==> src/rtl/ps2_keyboard_decoder_pkg.sv <==
// Shared constants for the PS/2 keyboard decoder: the receive FSM state
// encoding, PS/2 prefix bytes and the Hack key codes for non-printing keys.
package ps2_keyboard_decoder_pkg;

  typedef enum logic [1:0] {
    ST_IDLE   = 2'd0,
    ST_DATA   = 2'd1,
    ST_PARITY = 2'd2,
    ST_STOP   = 2'd3
  } rx_state_e;

  localparam logic [7:0] PS2_BREAK = 8'hF0;
  localparam logic [7:0] PS2_EXT   = 8'hE0;

  localparam logic [7:0] HACK_KEY_ENTER     = 8'd128;
  localparam logic [7:0] HACK_KEY_BACKSPACE = 8'd129;
  localparam logic [7:0] HACK_KEY_LEFT      = 8'd130;
  localparam logic [7:0] HACK_KEY_UP        = 8'd131;
  localparam logic [7:0] HACK_KEY_RIGHT     = 8'd132;
  localparam logic [7:0] HACK_KEY_DOWN      = 8'd133;
  localparam logic [7:0] HACK_KEY_HOME      = 8'd134;
  localparam logic [7:0] HACK_KEY_END       = 8'd135;
  localparam logic [7:0] HACK_KEY_PGUP      = 8'd136;
  localparam logic [7:0] HACK_KEY_PGDN      = 8'd137;
  localparam logic [7:0] HACK_KEY_INS       = 8'd138;
  localparam logic [7:0] HACK_KEY_DEL       = 8'd139;
  localparam logic [7:0] HACK_KEY_ESC       = 8'd140;
  localparam logic [7:0] HACK_KEY_F1        = 8'd141;

endpackage

==> src/rtl/ps2_keyboard_decoder_if.sv <==
// PS/2 line inputs and decoded key outputs. The slave modport is the
// decoder; the master modport is whatever drives the PS/2 lines and reads
// the key state. rx_state exposes the receive FSM for observation.
// Handshake: scancode_valid is a single-cycle strobe with no back-pressure;
// scancode and key_code are valid in the strobe cycle and held afterwards.
interface ps2_keyboard_decoder_if
  import ps2_keyboard_decoder_pkg::*;
#(
  parameter int WORD_WIDTH = 16
);
  logic                  ps2_clk;
  logic                  ps2_data;
  logic [WORD_WIDTH-1:0] key_code;
  logic                  key_pressed;
  logic [7:0]            scancode;
  logic                  scancode_valid;
  logic                  frame_error;
  rx_state_e             rx_state;

  modport slave (
    input  ps2_clk, ps2_data,
    output key_code, key_pressed, scancode, scancode_valid, frame_error, rx_state
  );

  modport master (
    output ps2_clk, ps2_data,
    input  key_code, key_pressed, scancode, scancode_valid, frame_error, rx_state
  );
endinterface

==> src/rtl/ps2_scancode_to_hack.sv <==
// Combinational map from a set-2 make code to an 8-bit Hack key code.
// The extended (E0-prefixed) table is only built when EXTENDED_KEYS_EN is defined.
module ps2_scancode_to_hack
  import ps2_keyboard_decoder_pkg::*;
(
  input  logic [7:0] code_i,
  input  logic       ext_i,
  output logic [7:0] hack_o
);

`ifndef EXTENDED_KEYS_EN
  logic unused_ext;
  assign unused_ext = ext_i;
`endif

  // Table lookup; unmapped codes give 0
  always_comb begin
    hack_o = 8'd0;
`ifdef EXTENDED_KEYS_EN
    if (ext_i) begin
      case (code_i)
        8'h6B: hack_o = HACK_KEY_LEFT;
        8'h75: hack_o = HACK_KEY_UP;
        8'h74: hack_o = HACK_KEY_RIGHT;
        8'h72: hack_o = HACK_KEY_DOWN;
        8'h6C: hack_o = HACK_KEY_HOME;
        8'h69: hack_o = HACK_KEY_END;
        8'h7D: hack_o = HACK_KEY_PGUP;
        8'h7A: hack_o = HACK_KEY_PGDN;
        8'h70: hack_o = HACK_KEY_INS;
        8'h71: hack_o = HACK_KEY_DEL;
        default: hack_o = 8'd0;
      endcase
    end else
`endif
    begin
      case (code_i)
        8'h1C: hack_o = 8'd65;  8'h32: hack_o = 8'd66;  8'h21: hack_o = 8'd67;
        8'h23: hack_o = 8'd68;  8'h24: hack_o = 8'd69;  8'h2B: hack_o = 8'd70;
        8'h34: hack_o = 8'd71;  8'h33: hack_o = 8'd72;  8'h43: hack_o = 8'd73;
        8'h3B: hack_o = 8'd74;  8'h42: hack_o = 8'd75;  8'h4B: hack_o = 8'd76;
        8'h3A: hack_o = 8'd77;  8'h31: hack_o = 8'd78;  8'h44: hack_o = 8'd79;
        8'h4D: hack_o = 8'd80;  8'h15: hack_o = 8'd81;  8'h2D: hack_o = 8'd82;
        8'h1B: hack_o = 8'd83;  8'h2C: hack_o = 8'd84;  8'h3C: hack_o = 8'd85;
        8'h2A: hack_o = 8'd86;  8'h1D: hack_o = 8'd87;  8'h22: hack_o = 8'd88;
        8'h35: hack_o = 8'd89;  8'h1A: hack_o = 8'd90;
        8'h45: hack_o = 8'd48;  8'h16: hack_o = 8'd49;  8'h1E: hack_o = 8'd50;
        8'h26: hack_o = 8'd51;  8'h25: hack_o = 8'd52;  8'h2E: hack_o = 8'd53;
        8'h36: hack_o = 8'd54;  8'h3D: hack_o = 8'd55;  8'h3E: hack_o = 8'd56;
        8'h46: hack_o = 8'd57;
        8'h29: hack_o = 8'd32;
        8'h5A: hack_o = HACK_KEY_ENTER;
        8'h66: hack_o = HACK_KEY_BACKSPACE;
        8'h76: hack_o = HACK_KEY_ESC;
        8'h05: hack_o = HACK_KEY_F1;        8'h06: hack_o = HACK_KEY_F1 + 8'd1;
        8'h04: hack_o = HACK_KEY_F1 + 8'd2; 8'h0C: hack_o = HACK_KEY_F1 + 8'd3;
        8'h03: hack_o = HACK_KEY_F1 + 8'd4; 8'h0B: hack_o = HACK_KEY_F1 + 8'd5;
        8'h83: hack_o = HACK_KEY_F1 + 8'd6; 8'h0A: hack_o = HACK_KEY_F1 + 8'd7;
        8'h01: hack_o = HACK_KEY_F1 + 8'd8; 8'h09: hack_o = HACK_KEY_F1 + 8'd9;
        8'h78: hack_o = HACK_KEY_F1 + 8'd10; 8'h07: hack_o = HACK_KEY_F1 + 8'd11;
        default: hack_o = 8'd0;
      endcase
    end
  end

endmodule

==> src/rtl/ps2_keyboard_decoder.sv <==
// PS/2 keyboard receiver and Hack key-code register, clocked by the SoC clk.
// Synchronises and deglitches the PS/2 lines, frames bytes (start, 8 data
// LSB first, odd parity, stop), aborts stalled frames after TIMEOUT_CLKS,
// and tracks the currently held key. Optional macro: EXTENDED_KEYS_EN
// enables the E0-prefixed navigation-key table.
module ps2_keyboard_decoder
  import ps2_keyboard_decoder_pkg::*;
#(
  parameter int WORD_WIDTH   = 16,
  parameter int FILTER_LEN   = 4,
  parameter int TIMEOUT_CLKS = 50000
)(
  input  logic                   clk,
  input  logic                   reset,
  ps2_keyboard_decoder_if.slave  bus
);

  localparam int FW = $clog2(FILTER_LEN + 1);
  localparam int TW = $clog2(TIMEOUT_CLKS + 1);
  localparam logic [FW-1:0] FILT_LAST = FW'(FILTER_LEN - 1);
  localparam logic [TW-1:0] TMO_LAST  = TW'(TIMEOUT_CLKS - 1);

  logic [1:0]            clk_sync_q, data_sync_q;
  logic                  clk_filt_q;
  logic [FW-1:0]         filt_cnt_q;
  rx_state_e             state_q;
  logic [2:0]            bit_cnt_q;
  logic [7:0]            shift_q;
  logic                  parity_q;
  logic [TW-1:0]         tmo_q;
  logic [7:0]            scancode_q;
  logic                  sc_valid_q, frame_err_q;
  logic [WORD_WIDTH-1:0] key_q, key_d;
  logic                  key_pressed_q;
  logic                  brk_q, brk_d;
  logic                  fall_w, data_w, accept_w, map_ext_w;
  logic [7:0]            map_w;
  logic [WORD_WIDTH-1:0] map_wide_w;

`ifdef EXTENDED_KEYS_EN
  logic ext_q, ext_d;
  assign map_ext_w = ext_q;
`else
  assign map_ext_w = 1'b0;
`endif

  // Both lines idle high, so the synchronisers and filter reset to 1
  always_ff @(posedge clk) begin
    if (reset) begin
      clk_sync_q  <= 2'b11;
      data_sync_q <= 2'b11;
      clk_filt_q  <= 1'b1;
      filt_cnt_q  <= '0;
    end else begin
      clk_sync_q  <= {clk_sync_q[0], bus.ps2_clk};
      data_sync_q <= {data_sync_q[0], bus.ps2_data};
      if (clk_sync_q[1] == clk_filt_q) begin
        filt_cnt_q <= '0;
      end else if (filt_cnt_q == FILT_LAST) begin
        clk_filt_q <= clk_sync_q[1];
        filt_cnt_q <= '0;
      end else begin
        filt_cnt_q <= filt_cnt_q + FW'(1);
      end
    end
  end

  // A falling edge is accepted in the cycle the filtered level flips low
  assign fall_w   = clk_filt_q && !clk_sync_q[1] && (filt_cnt_q == FILT_LAST);
  assign data_w   = data_sync_q[1];
  assign accept_w = fall_w && (state_q == ST_STOP) && data_w && (^{shift_q, parity_q});

  // Receive FSM with timeout; strobes are registered so they follow the edge by one clk
  always_ff @(posedge clk) begin
    if (reset) begin
      state_q     <= ST_IDLE;
      bit_cnt_q   <= '0;
      shift_q     <= '0;
      parity_q    <= 1'b0;
      tmo_q       <= '0;
      scancode_q  <= '0;
      sc_valid_q  <= 1'b0;
      frame_err_q <= 1'b0;
    end else begin
      sc_valid_q  <= 1'b0;
      frame_err_q <= 1'b0;
      if (fall_w || state_q == ST_IDLE) tmo_q <= '0;
      else                              tmo_q <= tmo_q + TW'(1);

      if (state_q != ST_IDLE && !fall_w && tmo_q == TMO_LAST) begin
        state_q     <= ST_IDLE;
        frame_err_q <= 1'b1;
      end else if (fall_w) begin
        case (state_q)
          ST_IDLE: begin
            if (!data_w) begin
              state_q   <= ST_DATA;
              bit_cnt_q <= '0;
            end else begin
              frame_err_q <= 1'b1;
            end
          end
          ST_DATA: begin
            shift_q   <= {data_w, shift_q[7:1]};
            bit_cnt_q <= bit_cnt_q + 3'd1;
            if (bit_cnt_q == 3'd7) state_q <= ST_PARITY;
          end
          ST_PARITY: begin
            parity_q <= data_w;
            state_q  <= ST_STOP;
          end
          ST_STOP: begin
            if (accept_w) begin
              scancode_q <= shift_q;
              sc_valid_q <= 1'b1;
            end else begin
              frame_err_q <= 1'b1;
            end
            state_q <= ST_IDLE;
          end
          default: state_q <= ST_IDLE;
        endcase
      end
    end
  end

  ps2_scancode_to_hack u_map (
    .code_i (shift_q),
    .ext_i  (map_ext_w),
    .hack_o (map_w)
  );

  assign map_wide_w = {{(WORD_WIDTH-8){1'b0}}, map_w};

  // Key tracking: prefixes set flags, other bytes make/break the held key
  always_comb begin
    key_d = key_q;
    brk_d = brk_q;
`ifdef EXTENDED_KEYS_EN
    ext_d = ext_q;
`endif
    if (accept_w) begin
      if (shift_q == PS2_BREAK) begin
        brk_d = 1'b1;
      end else if (shift_q == PS2_EXT) begin
`ifdef EXTENDED_KEYS_EN
        ext_d = 1'b1;
`endif
      end else begin
        if (brk_q) begin
          if (map_wide_w == key_q) key_d = '0;
        end else if (map_w != 8'd0) begin
          key_d = map_wide_w;
        end
        brk_d = 1'b0;
`ifdef EXTENDED_KEYS_EN
        ext_d = 1'b0;
`endif
      end
    end
  end

  // Key registers update on the same edge that raises scancode_valid
  always_ff @(posedge clk) begin
    if (reset) begin
      key_q         <= '0;
      key_pressed_q <= 1'b0;
      brk_q         <= 1'b0;
`ifdef EXTENDED_KEYS_EN
      ext_q         <= 1'b0;
`endif
    end else begin
      key_q         <= key_d;
      key_pressed_q <= (key_d != '0);
      brk_q         <= brk_d;
`ifdef EXTENDED_KEYS_EN
      ext_q         <= ext_d;
`endif
    end
  end

  assign bus.key_code       = key_q;
  assign bus.key_pressed    = key_pressed_q;
  assign bus.scancode       = scancode_q;
  assign bus.scancode_valid = sc_valid_q;
  assign bus.frame_error    = frame_err_q;
  assign bus.rx_state       = state_q;

endmodule
==> src/flat_wrapper.sv <==
// flat-port wrapper written by rule: the top's interface ports become plain ports
module ps2_keyboard_decoder_flat import ps2_keyboard_decoder_pkg::*;
#(
  parameter int WORD_WIDTH   = 16,
  parameter int FILTER_LEN   = 4,
  parameter int TIMEOUT_CLKS = 50000
)
  (clk, reset, bus_ps2_clk, bus_ps2_data, bus_key_code, bus_key_pressed, bus_scancode, bus_scancode_valid, bus_frame_error, bus_rx_state);
  ps2_keyboard_decoder_if #(.WORD_WIDTH(WORD_WIDTH)) bus_i ();
  input  logic clk;
  input  logic reset;
  input wire logic [$bits(bus_i.ps2_clk)-1:0] bus_ps2_clk;
  input wire logic [$bits(bus_i.ps2_data)-1:0] bus_ps2_data;
  output wire logic [$bits(bus_i.key_code)-1:0] bus_key_code;
  output wire logic [$bits(bus_i.key_pressed)-1:0] bus_key_pressed;
  output wire logic [$bits(bus_i.scancode)-1:0] bus_scancode;
  output wire logic [$bits(bus_i.scancode_valid)-1:0] bus_scancode_valid;
  output wire logic [$bits(bus_i.frame_error)-1:0] bus_frame_error;
  output wire logic [$bits(bus_i.rx_state)-1:0] bus_rx_state;
  assign bus_i.ps2_clk = bus_ps2_clk;
  assign bus_i.ps2_data = bus_ps2_data;
  assign bus_key_code = bus_i.key_code;
  assign bus_key_pressed = bus_i.key_pressed;
  assign bus_scancode = bus_i.scancode;
  assign bus_scancode_valid = bus_i.scancode_valid;
  assign bus_frame_error = bus_i.frame_error;
  assign bus_rx_state = bus_i.rx_state;
  ps2_keyboard_decoder #(.WORD_WIDTH(WORD_WIDTH), .FILTER_LEN(FILTER_LEN), .TIMEOUT_CLKS(TIMEOUT_CLKS)) u_core (.clk(clk), .reset(reset), .bus(bus_i));
endmodule
==> config.mk <==
export PLATFORM = sky130hd
export DESIGN_NAME = ps2_keyboard_decoder_flat
export DESIGN_NICKNAME = d
export VERILOG_FILES = /design/src/rtl/ps2_keyboard_decoder_pkg.sv /design/src/rtl/ps2_keyboard_decoder_if.sv /design/src/rtl/ps2_scancode_to_hack.sv /design/src/rtl/ps2_keyboard_decoder.sv /design/src/flat_wrapper.sv
export SDC_FILE = /design/constraint.sdc
export NUM_CORES = 1
export LEC_CHECK = 0
export BUFFER_PORTS_ARGS = -buffer_cell sky130_fd_sc_hd__clkbuf_2
export CAP_MARGIN = 20
export CORE_MARGIN = 4
export CORE_UTILIZATION = 65
export DETAILED_ROUTE_END_ITERATION = 6
export GPL_TIMING_DRIVEN = 0
export HOLD_SLACK_MARGIN = 0.08
export PLACE_DENSITY = 0.94
export SLEW_MARGIN = 20
export SYNTH_ARGS = -nofsm -noshare
export SYNTH_HDL_FRONTEND = slang
export SYNTH_SLANG_ARGS = --single-unit
==> constraint.sdc <==
create_clock -name clk -period 6.4 [get_ports clk]
set_input_delay 0 -clock clk [delete_from_list [all_inputs] [get_ports clk]]
set_output_delay 0 -clock clk [all_outputs]
set_load 0.02 [all_outputs]
==> flow_summary.json, run 1 <==
{
  "violations": "design-rule violations",
  "worst_pin_slew_ns": 0.826,
  "cts_tree": "yes",
  "crit_arrival_ns": 3.97,
  "synth-simple-area-share_pct": 21.6,
  "grt_usage_pct": 29.0,
  "synthXorXnorAreaFrac_pct": 6.97,
  "max_freq_ghz": 0.267,
  "core_area_um2": 6060,
  "status": "complete, but fails checks",
  "start_kind": "flop",
  "synth_top_area_share_pct": 35.7,
  "dieArea_um2": 7720,
  "pin_count": 33,
  "chipWidth_um": 87.9,
  "endpoint_kind": "flop",
  "synth.area.mux_share_pct": 5.16,
  "drv_cap": 0,
  "cts_buffers": 9,
  "critPathKind": "flop to flop",
  "io_buffers": 31,
  "drive_gt1_share_pct": 15.6,
  "fp.dieH_um": 87.9,
  "dpl_cell_area_um2": 4400,
  "h-tree-depth": 3,
  "fin_tns_setup_ns": 0,
  "hold_path_class": "primary input to flop",
  "drv_slew": 0,
  "relSlewSlack_pct": 44.5,
  "fin_area_um2": 4620,
  "grt_max_degree": 16,
  "area_growth_pct": 11.5,
  "setup_violations": 0,
  "crit_required_ns": 6.63,
  "cts-root-buf": "clkbuf_8",
  "yosys.area.top_type": "dfxtp_1",
  "drt-initial-drc-count": 351,
  "async_flop_share_pct": 0,
  "vias": 3981,
  "synth-compound-area-share_pct": 19.8,
  "post-route-period-util_pct": 58.4,
  "filler_cell_count": 412,
  "grt_pass1_wl_um": 17700,
  "nets": 561,
  "final_common_cell": "dfxtp_1",
  "rows": 28,
  "finClkSkew_ns": 0.0131,
  "wl_um": 10700,
  "power.leakage_nw": 1.93,
  "clk_latency_ns": 0.35,
  "dr.pass1.iters": 7,
  "path_max_fanout": 10,
  "start_util_pct": 68.4,
  "viasPerCell": 6.42,
  "postSynthCellCount": 496,
  "syn_nets": 517,
  "final_cells": 620,
  "yosys_most_used_dff": "dfxtp_1",
  "yosys.area_share.adder_pct": 5.13,
  "fin_crit_ns": 3.74,
  "ys_seq_elements": 74,
  "clk_pin_slew_ns": 0.08,
  "hold_viol": 0,
  "layout_common_cells": "dfxtp_1 (74), nor2_1 (54), nand2_1 (40)",
  "first_global_vias": 3750,
  "ys_top_cells_by_area": "dfxtp_1 (36%), ha_1 (5.1%), nor2_1 (4.9%)",
  "vdd_ir_drop_max_v": 0.000192,
  "worst_hold_slack_ns": 0.240,
  "n_antenna_cell": 0,
  "antenna_found_initial": 0,
  "antenna_left": 0,
  "clkSinkCount": 74,
  "synth_top_family_by_area": "simple AND/OR/NAND/NOR gates",
  "grt_setup_unrepaired": "false",
  "synth_edf_count": 0,
  "yosysWarnings": 0,
  "cts_buffer_depth": 2,
  "wire_per_inst_um": 17.3,
  "dp_hpwl_um": 7470,
  "gp_congestion": 1.04,
  "yosysSeqAreaShare_pct": 35.7,
  "synth.avg_cell_area_um2": 8.36,
  "p_per_area_nw_per_um2": 184,
  "drc_errors": 25,
  "dp.cells": 602,
  "synthesis.area_um2": 4150,
  "synth_cell_types": 65,
  "overflow": 0,
  "cts_resized": 0
}
metal layers:
metal / up-vias / wire (um) / global-route usage, % / part of all wire (%)
met5: - / 0 / 0 / 0
met4: 0 / 311 / 11.0 / 2.9
met3: 51 / 1080 / 7.24 / 10
met2: 268 / 4990 / 46.8 / 46
met1: 1792 / 4370 / 37.5 / 41
li1: 1870 / - / - / -
cell families after synthesis:
kind of cell               Yosys count
AOI/OAI and AO/OA                  126
buffers and inverters               50
muxes                               21
and+or+nand+nor                    180
DFF                                 74
xor gates and xnor gates            28
adders and majority gates           17
power breakdown:
group          total, mW  switching (mW)  internal [mW]
sequential         0.462        0.000670          0.461
combinational     0.0115         0.00786        0.00367
clock              0.379           0.192          0.187
total              0.852           0.201          0.652
repair_timing:
| action | 4_1_cts | 5_1_grt |
|---|---|---|
| endpoints found under the hold margin | 2 | 0 |
| setup buffers | 0 | 0 |
| hold buffers | 2 | 0 |
cells in the mapped netlist (6+ instances only):
cell      number
nand2_1       40
xor2_1         8
a21oi_1       33
nor2_1        54
ha_1          17
buf_2         11
o21ai_0       33
dfxtp_1       74
inv_1         18
nor3_1        14
and3_1        16
xnor2_1       17
clkbuf_1      12
or2_2          9
nand3_1       17
nor4_1         6
mux2i_1       18
path summary, 6_finish.rpt:
path | start | end | slack, ns | cells after the start
setup / recovery | u_core.filt_cnt_q[0] | u_core.u_map.hack_o[0] | 2.66 | 12
hold / removal | reset | u_core.bus.key_code[15] | 0.24 | 3
setup reg to reg | u_core.filt_cnt_q[0] | u_core.u_map.hack_o[0] | 2.66 | 12
hold reg to reg | u_core.clk_sync_q[0] | u_core.clk_sync_q[1] | 0.43 | 1
metrics by stage:
| step | utilization, % | total power, mW | worst slack (ns) |
|---|---|---|---|
| floorplan | - | 0.479 | 3.49 |
| global placement | 72.5 | 0.482 | 2.85 |
| detailed placement | 72.5 | 0.483 | 2.78 |
| CTS | 76.3 | 0.856 | 2.75 |
| global route | 76.3 | 0.886 | 2.43 |
| finish | 76.3 | 0.852 | 2.66 |
flip-flops by register name (all words and copies together), names as in the netlist:
register                   cells
u_core.bus.frame_error         1
u_core.u_map.hack_o            8
u_core.bus.scancode_valid      1
u_core.bus.rx_state            2
u_core.shift_q                 8
u_core.brk_q                   1
u_core.clk_filt_q              1
u_core.bus.key_code           16
u_core.data_sync_q             2
u_core.bus.scancode            8
u_core.bus.key_pressed         1
u_core.clk_sync_q              2
u_core.tmo_q                  16
u_core.bit_cnt_q               3
u_core.filt_cnt_q              3
u_core.parity_q                1
critical path, stage by stage (launching register included):
cell and delay (ns):
dfxtp_1 0.35, ha_1 0.17, ha_1 0.33, nand3_4 0.23
mux2i_1 0.18, nor2_1 0.50, inv_1 0.36, ha_1 0.29
clkbuf_1 0.25, and3_1 0.22, o311ai_0 0.38, o311a_1 0.28
o21ai_1 0.07
area by class of cell:
class                   count  area, um2  area share [%]
clock buffers               9        124            2.68
well taps                  75       93.8            2.03
clock inverters             7       82.6            1.79
flip-flops and latches     74       1480            32.0
repair buffers             33        175            3.79
multi-input cells         372       2430            52.6
plain buffers              29        154            3.33
inverters                  21       78.8            1.71
(Power assumes the default switching activity.)
==> run 2, diff against run 1 <==
--- a/config.mk
+++ b/config.mk
@@ -5,14 +5,15 @@
 export SDC_FILE = /design/constraint.sdc
 export NUM_CORES = 1
 export LEC_CHECK = 0
+export ABC_AREA = 1
 export BUFFER_PORTS_ARGS = -buffer_cell sky130_fd_sc_hd__clkbuf_2
 export CAP_MARGIN = 20
 export CORE_MARGIN = 4
-export CORE_UTILIZATION = 65
+export CORE_UTILIZATION = 60
 export DETAILED_ROUTE_END_ITERATION = 6
 export GPL_TIMING_DRIVEN = 0
 export HOLD_SLACK_MARGIN = 0.08
-export PLACE_DENSITY = 0.94
+export PLACE_DENSITY = 0.89
 export SLEW_MARGIN = 20
 export SYNTH_ARGS = -nofsm -noshare
 export SYNTH_HDL_FRONTEND = slang
==> constraint.sdc (replaced) <==
create_clock -name clk -period 3.8 [get_ports clk]
set_input_delay 0 -clock clk [delete_from_list [all_inputs] [get_ports clk]]
set_output_delay 0 -clock clk [all_outputs]
set_load 0.02 [all_outputs]
==> flow_summary.json, run 2 <==
{
  "h-tree-depth": 3,
  "pin_count": 33,
  "grt_setup_unrepaired": "false",
  "postSynthCellCount": 611,
  "yosysMostFrequentCell": "nand2_1",
  "p_per_area_nw_per_um2": 326,
  "drive_gt1_share_pct": 12.7,
  "max_freq_ghz": 0.329,
  "start_kind": "flop",
  "p_sw_share_pct": 21.6,
  "wire_per_inst_um": 14.0,
  "drt-initial-drc-count": 296,
  "async_flop_share_pct": 0,
  "final_common_cell": "nand2_1",
  "start_util_pct": 62.6,
  "hold_viol": 0,
  "fin_tns_setup_ns": 0,
  "post-route-period-util_pct": 80.0,
  "synth_edf_count": 0,
  "yosysSeqAreaShare_pct": 36.7,
  "wl_um": 10300,
  "critPathKind": "flop to flop",
  "fp.dieH_um": 90.1,
  "vias": 4239,
  "worst_hold_slack_ns": 0.161,
  "power.switching_uw": 319,
  "drv_cap": 0,
  "first_global_vias": 4009,
  "yosys.area.top_type": "dfxtp_1",
  "dp_hpwl_um": 7740,
  "worst_pin_slew_ns": 0.526,
  "area_growth_pct": 12.3,
  "synth_top_area_share_pct": 36.7,
  "power.leakage_nw": 2.09,
  "crit_required_ns": 4.04,
  "clkSinkCount": 74,
  "ys_seq_elements": 74,
  "setup_violations": 0,
  "grt_max_degree": 15,
  "hold_path_class": "primary input to flop",
  "rows": 29,
  "dr.pass1.iters": 6,
  "fin_area_um2": 4540,
  "synth.avg_cell_area_um2": 6.61,
  "yosys_most_used_dff": "dfxtp_1",
  "synth_cell_types": 40,
  "nets": 676,
  "gp_congestion": 0.946,
  "io_buffers": 31,
  "status": "finished clean",
  "endpoint_kind": "flop",
  "relSlewSlack_pct": 64.9,
  "syn_nets": 632,
  "path_max_fanout": 10,
  "grt_pass1_wl_um": 17800,
  "ys_top_cells_by_count": "nand2_1 (166), nor2_1 (76), dfxtp_1 (74), inv_1 (67), a21oi_1 (45)",
  "fin_crit_ns": 3.04,
  "dieArea_um2": 8110,
  "vdd_ir_drop_max_v": 0.000205,
  "clk_pin_slew_ns": 0.09,
  "antenna_left": 0,
  "cts_buffers": 9,
  "internal_power_mw": 1.16,
  "yosysWarnings": 0,
  "finClkSkew_ns": 0.0122,
  "pwr-share-clk_pct": 46.1,
  "p_seq_share_pct": 52.6,
  "layout_common_cells": "nand2_1 (166), nor2_1 (76), dfxtp_1 (74)",
  "n_antenna_cell": 0,
  "core_area_um2": 6460,
  "dpl_cell_area_um2": 4290,
  "drc_errors": 0,
  "viasPerCell": 5.75,
  "cts_resized": 0,
  "overflow": 0,
  "combPwrFrac_pct": 1.3,
  "grt_usage_pct": 26.0,
  "cts-root-buf": "clkbuf_8",
  "drv_slew": 0,
  "chipWidth_um": 90.1,
  "crit_arrival_ns": 3.28,
  "clk_latency_ns": 0.35,
  "cts_buffer_depth": 2,
  "cts_tree": "yes",
  "ys_top_cells_by_area": "dfxtp_1 (37%), nand2_1 (15%), nor2_1 (7.1%)",
  "synthesis.area_um2": 4040,
  "antenna_found_initial": 0
}
## run 2: cell types whose count changed after synthesis, moves of 8 or more
cell / previous run / this run
nand2_1: 40 / 166
a21oi_1: 33 / 45
nand4_1: 5 / 13
nand3_1: 17 / 33
inv_2: 2 / 13
xnor2_1: 17 / 2
mux2i_1: 18 / 0
buf_2: 11 / 3
nor2_1: 54 / 76
inv_1: 18 / 67
and3_1: 16 / 0
## run 2: cell type report
type	instances	area (um2)
multi-input combinational	444	2190
fill	522	1920
sequential	74	1480
inverter	81	304
timing repair buffer	33	175
clock buffer	9	124
clock inverter	7	103
tap	77	96.3
buffer	12	67.6
## run 2: final timing paths
| kind | start | to | slack, ns | cells past startpoint |
|---|---|---|---|---|
| worst max-delay path | u_core.filt_cnt_q[0] | u_core.u_map.hack_o[0] | 0.76 | 17 |
| worst min-delay path | reset | u_core.clk_sync_q[1] | 0.16 | 2 |
| worst max register to register | u_core.filt_cnt_q[0] | u_core.u_map.hack_o[0] | 0.76 | 17 |
| worst min register to register | u_core.clk_sync_q[0] | u_core.clk_sync_q[1] | 0.41 | 1 |
## run 2: kinds of logic after synthesis
family | Yosys count | synth area share, %
AND/OR/NAND/NOR | 324 | 34.5
AO/OA/AOI/OAI | 99 | 13.5
buffers and inverters | 93 | 9.19
flip-flops | 74 | 36.7
adder cells (fa/ha/maj) | 17 | 5.26
XOR/XNOR | 4 | 0.867
## run 2: power groups by stage
| stage | registers (mW) | clock network [mW] | logic, mW |
|---|---|---|---|
| global route | 0.778 | 0.721 | 0.0204 |
| floorplan | 0.796 | 0 | 0.0116 |
| global placement | 0.796 | 0 | 0.0161 |
| detailed placement | 0.796 | 0 | 0.0167 |
| finish | 0.778 | 0.682 | 0.0186 |
| CTS | 0.778 | 0.690 | 0.0186 |
## run 2: repair_timing
| item | in CTS | in global routing |
|---|---|---|
| hold buffers | 2 | 0 |
| hold endpoints to repair | 2 | 0 |
| buffers inserted | 0 | 0 |
## run 2: critical path: stages (launching register included)
cell,delay (ns)
dfxtp_1,0.32
ha_1,0.19
ha_1,0.22
nand2_1,0.14
inv_2,0.09
nand2_2,0.09
buf_6,0.15
nor2_1,0.07
nor2_2,0.32
inv_2,0.14
ha_1,0.27
nand2_1,0.15
inv_1,0.05
o21ai_1,0.15
a21boi_1,0.26
o22ai_1,0.13
o21ai_1,0.13
nand2_1,0.06
## run 2: per-stage QoR
| stage | util [%] | instances | worst slack (ns) | power (mW) |
|---|---|---|---|---|
| finish | 70.3 | 737 | 0.760 | 1.48 |
| global route | 70.3 | 737 | 0.498 | 1.52 |
| CTS | 70.3 | 737 | 0.828 | 1.49 |
| detailed placement | 66.5 | 719 | 0.833 | 0.813 |
| global placement | 66.5 | 719 | 0.831 | 0.812 |
| floorplan | - | 611 | 1.32 | 0.807 |
## run 2: per-layer routing
layer / wire, um / up-vias / track usage (%)
li1: - / 2067 / -
met1: 4400 / 1944 / 32.8
met4: 349 / 0 / 13.9
met3: 667 / 40 / 4.26
met5: 0 / - / 0
met2: 4910 / 188 / 42.6
==> run 3, diff against run 2 <==
--- a/config.mk
+++ b/config.mk
@@ -5,15 +5,15 @@
 export SDC_FILE = /design/constraint.sdc
 export NUM_CORES = 1
 export LEC_CHECK = 0
-export ABC_AREA = 1
+export ABC_AREA = 0
 export BUFFER_PORTS_ARGS = -buffer_cell sky130_fd_sc_hd__clkbuf_2
 export CAP_MARGIN = 20
 export CORE_MARGIN = 4
-export CORE_UTILIZATION = 60
+export CORE_UTILIZATION = 54
 export DETAILED_ROUTE_END_ITERATION = 6
 export GPL_TIMING_DRIVEN = 0
 export HOLD_SLACK_MARGIN = 0.08
-export PLACE_DENSITY = 0.89
+export PLACE_DENSITY = 0.85
 export SLEW_MARGIN = 20
 export SYNTH_ARGS = -nofsm -noshare
 export SYNTH_HDL_FRONTEND = slang
==> constraint.sdc (replaced) <==
create_clock -name clk -period 2.5 [get_ports clk]
set_input_delay 0 -clock clk [delete_from_list [all_inputs] [get_ports clk]]
set_output_delay 0 -clock clk [all_outputs]
set_load 0.02 [all_outputs]
==> flow_summary.json, run 3 (synthesized netlist as in run 1, its figures left out) <==
{
  "violations": "negative setup slack",
  "first_global_vias": 3882,
  "hold_viol": 0,
  "dp_hpwl_um": 8020,
  "clk_latency_ns": 0.35,
  "relSlewSlack_pct": 61.4,
  "chipWidth_um": 95.6,
  "final_common_cell": "dfxtp_1",
  "grt_max_degree": 14,
  "hold_path_class": "primary input to flop",
  "drv_slew": 0,
  "multiInputGateArea_um2": 2880,
  "wl_um": 12700,
  "h-tree-depth": 3,
  "cp_common_cell": "ha_4",
  "gp_congestion": 0.983,
  "post-route-period-util_pct": 109,
  "n_antenna_cell": 0,
  "drv_cap": 0,
  "grt_usage_pct": 26.6,
  "start_util_pct": 56.3,
  "r2r_slack_ns": -0.21,
  "filler_cell_count": 498,
  "drive_gt1_share_pct": 34.9,
  "dieArea_um2": 9150,
  "clk_pin_slew_ns": 0.09,
  "dr.pass1.iters": 5,
  "core_area_um2": 7370,
  "p_seq_share_pct": 53.4,
  "grt_setup_unrepaired": "true",
  "setup_violations": 7,
  "status": "complete, but fails checks",
  "internal_power_mw": 1.74,
  "power.leakage_nw": 2.22,
  "pin_count": 33,
  "crit_required_ns": 2.74,
  "hold_path_depth": 3,
  "finClkSkew_ns": 0.0183,
  "overflow": 0,
  "cp_slowest_cell": "dfxtp_2",
  "reg2reg_from": "u_core.filt_cnt_q[1]",
  "antenna_found_initial": 0,
  "wire_per_inst_um": 18.6,
  "critPathKind": "flop to flop",
  "layout_setup_ws_ns": -0.214,
  "crit_family": "compound AO/OA/AOI/OAI gates",
  "crit_arrival_ns": 2.95,
  "power.switching_uw": 464,
  "p_sw_share_pct": 21.0,
  "combPwrFrac_pct": 1.5,
  "max_freq_ghz": 0.369,
  "vias": 4298,
  "grt_pass1_wl_um": 18900,
  "crit_buf_inv": 2,
  "viasPerCell": 6.31,
  "reg2reg_depth": 12,
  "seq_area_um2": 1500,
  "worst_hold_slack_ns": 0.366,
  "start_kind": "flop",
  "path_cells": "ha_4, ha_4, nand3_4, mux2i_4, or2_4, buf_12, buf_4, nor2_4, a21oi_2, o2111ai_2, o311ai_2, a221oi_2",
  "critPathMaxStageDelay_ns": 0.35,
  "path_max_fanout": 7,
  "finalPower_mw": 2.21,
  "fin_crit_ns": 2.71,
  "p_per_area_nw_per_um2": 399,
  "min_to": "u_core.data_sync_q[0]",
  "final_cells": 681,
  "drt-initial-drc-count": 407,
  "clkSinkCount": 74,
  "nets": 599,
  "endpoint_kind": "flop",
  "layout_common_cells": "dfxtp_1 (65), nor2_1 (49), buf_4 (39)",
  "worst_pin_slew_ns": 0.570,
  "fp.dieH_um": 95.6,
  "rows": 31,
  "dp.cells": 626,
  "area_growth_pct": 33.3,
  "pwr-share-clk_pct": 45.1,
  "cts_tree": "yes",
  "cts-root-buf": "clkbuf_8",
  "io_buffers": 31,
  "worstHoldStart": "bus_ps2_data",
  "vdd_ir_drop_max_v": 0.000385,
  "timing.rr.end": "u_core.u_map.hack_o[6]",
  "antenna_left": 0,
  "cts_buffers": 9,
  "cts_buffer_depth": 2,
  "drc_errors": 0
}
-- run 3: cell types whose count changed in the layout (fill, tap and decap cells not counted), sizes merged, moves of 6 or more --
cell   change
mux2i     +18
nand4      -8
inv       -62
buf       +51
nand3     -19
a21oi     -12
nand2    -128
xnor2     +15
xor2       +6
nor2      -28
and3      +16
-- run 3: metal layers --
layer / vias up / wire [um] / share of wire, % / GRT usage [%]
li1: 1947 / - / - / -
met1: 2009 / 5020 / 40 / 34.0
met2: 273 / 6070 / 48 / 42.4
met3: 69 / 1070 / 8.4 / 6.47
met4: 0 / 528 / 4.2 / 12.2
met5: - / 0 / 0 / 0
-- run 3: stage by stage --
stage / utilization (%) / setup WS [ns] / instance area [um2] / TNS (ns)
floorplan: - / -0.0205 / 4270 / -0.0354
global placement: 61.7 / -0.467 / 4540 / -2.71
detailed placement: 61.7 / -0.432 / 4540 / -2.56
global route: 75.0 / -0.269 / 5530 / -1.63
finish: 75.0 / -0.214 / 5530 / -0.935
CTS: 70.0 / -0.168 / 5160 / -0.683
-- run 3: worst max path at each step --
stage,cells after the start,start,slack [ns],end
after floorplan,16,u_core.bus.rx_state[1],-0.02,u_core.u_map.hack_o[6]
after global placement,12,u_core.filt_cnt_q[0],-0.47,u_core.u_map.hack_o[1]
after detailed placement,12,u_core.filt_cnt_q[0],-0.43,u_core.u_map.hack_o[1]
after CTS,13,u_core.filt_cnt_q[1],-0.17,u_core.u_map.hack_o[1]
after global routing,14,u_core.filt_cnt_q[1],-0.27,u_core.u_map.hack_o[1]
final,12,u_core.filt_cnt_q[1],-0.21,u_core.u_map.hack_o[6]
-- run 3: repair_timing --
action	in CTS	in global routing
resized for setup	57	67
pin swaps	23	38
setup buffers	27	16
hold buffers	2	0
setup endpoints to repair	17	23
hold endpoints to repair	2	0
-- run 3: worst min-delay path: cells and delay by family --
family                 cells  cell delay (ns)
buffers and inverters      2             0.61
AND/OR/NAND/NOR            1             0.08
-- run 3: final cells by class --
type / instances / share of cell area [%]
plain buffers: 24 / 3.17
clock buffers: 10 / 2.31
clock inverters: 5 / 1.47
inverters: 21 / 1.77
multi-input cells: 372 / 52.0
flip-flops and latches: 74 / 27.2
well taps: 99 / 2.24
repair buffers: 76 / 9.87
-- run 3: power by group through the flow --
stage               Combinational, mW  Sequential, mW  Clock (mW)
finish                         0.0330            1.18       0.995
global route                   0.0354            1.18        1.05
CTS                            0.0303            1.18        1.00
detailed placement             0.0271            1.21           0
global placement               0.0257            1.21           0
floorplan                      0.0179            1.21           0
